<file path="src/rtl/prog_loader.sv">
// Instruction-memory loader: turns a length-prefixed little-endian byte stream
// into one-cycle word writes and holds the CPU in reset until a clean load ends.
module prog_loader #(
  parameter logic [31:0] BASE_ADDR   = 32'h0000_0000,
  parameter int          DEPTH_WORDS = 256
) (
  input  logic        CLK,
  input  logic        RST,
  input  logic        START,
  input  logic        BYTE_VALID,
  input  logic [7:0]  BYTE_DATA,
  output logic        BYTE_READY,
  output logic        IM_WE,
  output logic [31:0] IM_ADDR,
  output logic [31:0] IM_WD,
  output logic        CPU_RST,
  output logic        BUSY,
  output logic        DONE,
  output logic        ERR
);

  localparam int          IDX_W     = $clog2(DEPTH_WORDS + 1);
  localparam logic [16:0] DEPTH_LIM = 17'(DEPTH_WORDS);

  typedef enum logic [2:0] {
    S_IDLE, S_HDR0, S_HDR1, S_DATA, S_WRITE, S_DONE
  } state_t;

  state_t             state, next_state;
  logic [15:0]        count;
  logic [IDX_W-1:0]   word_idx;
  logic [IDX_W-1:0]   word_next;
  logic [1:0]         byte_idx;
  logic [23:0]        asm_lo;
  logic               accept;
  logic [15:0]        hdr_count;
  logic               too_long;
  logic               last_word;

  assign accept    = BYTE_VALID && BYTE_READY;
  assign hdr_count = {BYTE_DATA, count[7:0]};
  assign too_long  = {1'b0, hdr_count} > DEPTH_LIM;
  assign word_next = word_idx + IDX_W'(1);
  assign last_word = 16'(word_next) == count;

  always_ff @(posedge CLK) begin
    if (RST) state <= S_IDLE;
    else     state <= next_state;
  end

  always_comb begin
    next_state = state;
    BYTE_READY = 1'b0;
    IM_WE      = 1'b0;
    BUSY       = 1'b0;
    DONE       = 1'b0;
    case (state)
      S_IDLE: if (START) next_state = S_HDR0;
      S_HDR0: begin
        BYTE_READY = 1'b1;
        BUSY       = 1'b1;
        if (accept) next_state = S_HDR1;
      end
      S_HDR1: begin
        BYTE_READY = 1'b1;
        BUSY       = 1'b1;
        if (accept) begin
          if (hdr_count == 16'd0 || too_long) next_state = S_DONE;
          else                                next_state = S_DATA;
        end
      end
      S_DATA: begin
        BYTE_READY = 1'b1;
        BUSY       = 1'b1;
        if (accept && byte_idx == 2'd3) next_state = S_WRITE;
      end
      S_WRITE: begin
        IM_WE      = 1'b1;
        BUSY       = 1'b1;
        next_state = last_word ? S_DONE : S_DATA;
      end
      S_DONE: begin
        DONE = 1'b1;
        if (START) next_state = S_HDR0;
      end
      default: next_state = S_IDLE;
    endcase
  end

  // The CPU is released only while parked in DONE after an error-free load.
  assign CPU_RST = !(state == S_DONE && !ERR);

  // Write address/data are captured on the 4th byte so they stay stable
  // between strobes while the next word is assembled in asm_lo.
  always_ff @(posedge CLK) begin
    if (RST) begin
      count    <= '0;
      word_idx <= '0;
      byte_idx <= '0;
      asm_lo   <= '0;
      IM_ADDR  <= '0;
      IM_WD    <= '0;
      ERR      <= 1'b0;
    end else begin
      case (state)
        S_IDLE, S_DONE: if (START) ERR <= 1'b0;
        S_HDR0: if (accept) count[7:0] <= BYTE_DATA;
        S_HDR1: if (accept) begin
          count    <= hdr_count;
          word_idx <= '0;
          byte_idx <= '0;
          ERR      <= too_long;
        end
        S_DATA: if (accept) begin
          byte_idx <= byte_idx + 2'd1;
          case (byte_idx)
            2'd0: asm_lo[7:0]   <= BYTE_DATA;
            2'd1: asm_lo[15:8]  <= BYTE_DATA;
            2'd2: asm_lo[23:16] <= BYTE_DATA;
            default: begin
              IM_WD   <= {BYTE_DATA, asm_lo};
              IM_ADDR <= BASE_ADDR + (32'(word_idx) << 2);
            end
          endcase
        end
        S_WRITE: begin
          word_idx <= word_next;
          byte_idx <= '0;
        end
        default: ;
      endcase
    end
  end

endmodule

</file>
<file path="config.mk">
export PLATFORM = sky130hd
export DESIGN_NAME = prog_loader
export DESIGN_NICKNAME = d
export VERILOG_FILES = /design/src/rtl/prog_loader.sv
export SDC_FILE = /design/constraint.sdc
export NUM_CORES = 1
export LEC_CHECK = 0
export BUFFER_PORTS_ARGS = -buffer_cell sky130_fd_sc_hd__buf_2
export CORE_AREA = 2 2 134 71
export CTS_CLUSTER_SIZE = 14
export DETAILED_ROUTE_END_ITERATION = 16
export DIE_AREA = 0 0 136 73
export GPL_TIMING_DRIVEN = 1
export PLACE_DENSITY_LB_ADDON = 0.12
export SKIP_CTS_REPAIR_TIMING = 1
export SLEW_MARGIN = 20
export SYNTH_ARGS = -nofsm -noshare
export SYNTH_HDL_FRONTEND = slang
export SYNTH_SLANG_ARGS = --single-unit
</file>
<file path="constraint.sdc">
create_clock -name CLK -period 1.6 [get_ports CLK]
set_input_delay 0.24 -clock CLK [delete_from_list [all_inputs] [get_ports CLK]]
set_output_delay 0.24 -clock CLK [all_outputs]
set_load 0.05 [all_outputs]
</file>
==> metrics.cfg <==
[status]
status=finished with violations
violations=negative setup slack

[power_and_ir_drop]
total_power_mw=5.07
clockPowerShare_pct=41.5
p_switching_mw=1.30
p_comb_share_pct=10.6
power_leakage_nw=2.13
ir_worst_vdd_uv=561
powerDensity_mw_per_mm2=943
pwr-share-seq_pct=47.9
switching_share_pct=25.5
internal_power_mw=3.78

[clock_tree]
clk_pin_slew_ns=0.06
cts_tree=yes
ctsLongestPathBuffers=2
cts_sinks=96
cts_buffers=9
cts_root_buf=clkbuf_16
clock_latency_ns=0.34
htree_levels=3

[grt]
grt_util_met1_pct=36.1
grt_pass1_vias=3395
top_usage_layer=met1
grt_pass1_wl_mm=17.4
grt_usage_pct=22.8
grt_overflow=0
use_met2_pct=30.4
grt_max_degree=56
use_met3_pct=5.35
antenna_found_initial=0

[sta]
tns_ns=-0.174
period_minus_slack_ns=1.69
hold_viol=0
finalMaxSlewViolations=0
fmax_ghz=0.593
setup_slack_ns=-0.0852
final.setup_skew_ns=0.00418
fin_crit_sh_pct=105
setup-violations-final=4
rsz0062_at_grt=true

[flow_run]
drv_cap=0

[place]
place.gp.congestion=0.836
io_buffer_count=58
dp_hpwl_mm=7.95
dp_cells=722

[finish]
finalNetCount=632
stdcell_count=739
drive_gt1_share_pct=27.5
diodes=0
syn2layout_area_growth_pct=28.2
n_fill_cell=845

[yosys]
synth.ff_latch_count=96
syn_area_mm2=0.00420
ys_warn_count=0
ys.flop_type=dfxtp_1
yosysSeqAreaShare_pct=45.8
synth_edf_count=0
synth_area_per_cell_um2=7.95
synthArstFlopShare_pct=0
syn_inst=528
synth.distinct_cells=47

[route]
drt_pre_antenna_iters=4
dr_total_vias=3846
drt_wl_total_mm=11.2
vias_per_cell=5.20
drt_iter0_drc=249
routedWlPerCell_um=15.1
antenna_left=0
drc=0

[setup_path]
cp.arrival_ns=1.91
required_ns=1.82
cp-end-kind=flip-flop
critPathSlowestCell=dfxtp_4
cp-start-kind=flip-flop
setup.worst_path.class=flip-flop to flip-flop
critPathMaxFanout=4
slowest_delay_ns=0.38
cp_cell_sequence=buf_6, nand4_4, buf_4, nor4_2, a41o_1, a31oi_4, a221o_1

[min_path]
hold_class=input pin to flip-flop

[floorplan]
core-area_mm2=0.00895
io_pins=82
die_y_um=73
initial_core_util_pct=46.9
die_area_mm2=0.00993
die_x_um=136
core.rowCount=25

-- per-stage QoR --
stage | util (%) | setup slack [ns] | cell area [µm²] | hold WS, ns
detailed placement | 54.2 | -0.108 | 4850 | 0.444
global placement | 54.2 | -0.0542 | 4850 | 0.439
CTS | 57.4 | -0.258 | 5130 | 0.284
global route | 60.1 | -0.148 | 5380 | 0.306
floorplan | - | -0.0498 | 4290 | 0.376
finish | 60.1 | -0.0852 | 5380 | 0.307
-- Yosys cell counts, types with 4 or more instances --
| cell | number | area share [%] |
|---|---|---|
| nand2_1 | 131 | 12 |
| dfxtp_1 | 96 | 46 |
| a21oi_1 | 87 | 10 |
| nand3_1 | 30 | 3.6 |
| buf_4 | 25 | 4.5 |
| nor2_1 | 24 | 2.1 |
| buf_2 | 19 | 2.3 |
| clkbuf_1 | 16 | 1.4 |
| mux2i_1 | 9 | 2.1 |
| xnor2_1 | 9 | 1.9 |
| inv_1 | 7 | 0.63 |
| nor3_1 | 7 | 0.83 |
| o21ai_1 | 7 | 0.83 |
| ha_1 | 5 | 1.5 |
| nor4_1 | 4 | 0.60 |
-- power groups by stage --
stage                     combinational [mW]  clock [mW]  sequential [mW]
after detailed placement               0.491           0             2.49
after floorplan                        0.385           0             2.48
final                                  0.537        2.10             2.43
after CTS                              0.492        2.15             2.43
after global placement                 0.487           0             2.48
after global routing                   0.572        2.23             2.43
-- kinds of logic after synthesis --
family                     after synthesis  synth area share, %
buffers and inverters                   69                 8.98
other                                    1               0.0894
adders and majority gates                5                 1.49
muxes                                    9                 2.15
xor gates and xnor gates                12                 2.51
AOI/OAI and AO/OA                      113                 14.7
and+or+nand+nor                        223                 24.2
DFF                                     96                 45.8
-- worst max-delay path, delay by kind of cell (launching register included) --
family / cells / cell delay, ns
buf+inv: 2 / 0.28
flops: 1 / 0.38
compound gates: 3 / 0.57
simple gates: 2 / 0.34
-- area by class of cell --
cell class / instances / area, µm² / area share (%)
clock buffers: 9 / 225 / 4.19
inverters: 9 / 36.3 / 0.674
clock inverters: 5 / 58.8 / 1.09
multi-input cells: 385 / 2140 / 39.8
repair buffers: 114 / 825 / 15.3
well taps: 121 / 151 / 2.81
flip-flops and latches: 96 / 1940 / 36.1
-- flip-flops by register name, indices dropped and copies added (netlist names) --
register  flops
count        16
ERR           1
word_idx      9
byte_idx      2
IM_ADDR       9
IM_WD        32
state         3
asm_lo       24
-- layout by cell type, fill, tap and decap left out, types with 3 or more instances in the layout --
cell,instances
a21oi_1,87
buf_12,5
buf_2,54
buf_4,47
buf_6,5
buf_8,3
clkbuf_16,9
conb_1,23
dfxtp_1,88
dfxtp_2,4
dfxtp_4,4
ha_1,4
inv_1,6
mux2i_1,9
nand2_1,128
nand2_2,3
nand3_1,29
nand3b_1,3
nand4_1,3
nor2_1,21
nor3_1,7
nor4_1,3
o21ai_1,6
xnor2_1,5
xnor2_2,4
xor2_1,3
-- worst paths after layout --
kind | startpoint | cells after the start | endpoint | slack [ns]
worst max-delay path | word_idx[1] | 7 | state[1] | -0.09
worst min-delay path | START | 3 | state[2] | 0.31
worst max register to register | word_idx[1] | 7 | state[1] | -0.09
worst min register to register | IM_WD[7] | 2 | IM_WD[7] | 0.45
-- routing by layer --
layer / share of wire (%) / vias to the layer above
li1: - / 1908
met5: 0 / -
met1: 52 / 1800
met3: 7.6 / 7
met2: 39 / 131
met4: 0.76 / 0
Power figures use the tool's default switching activity.
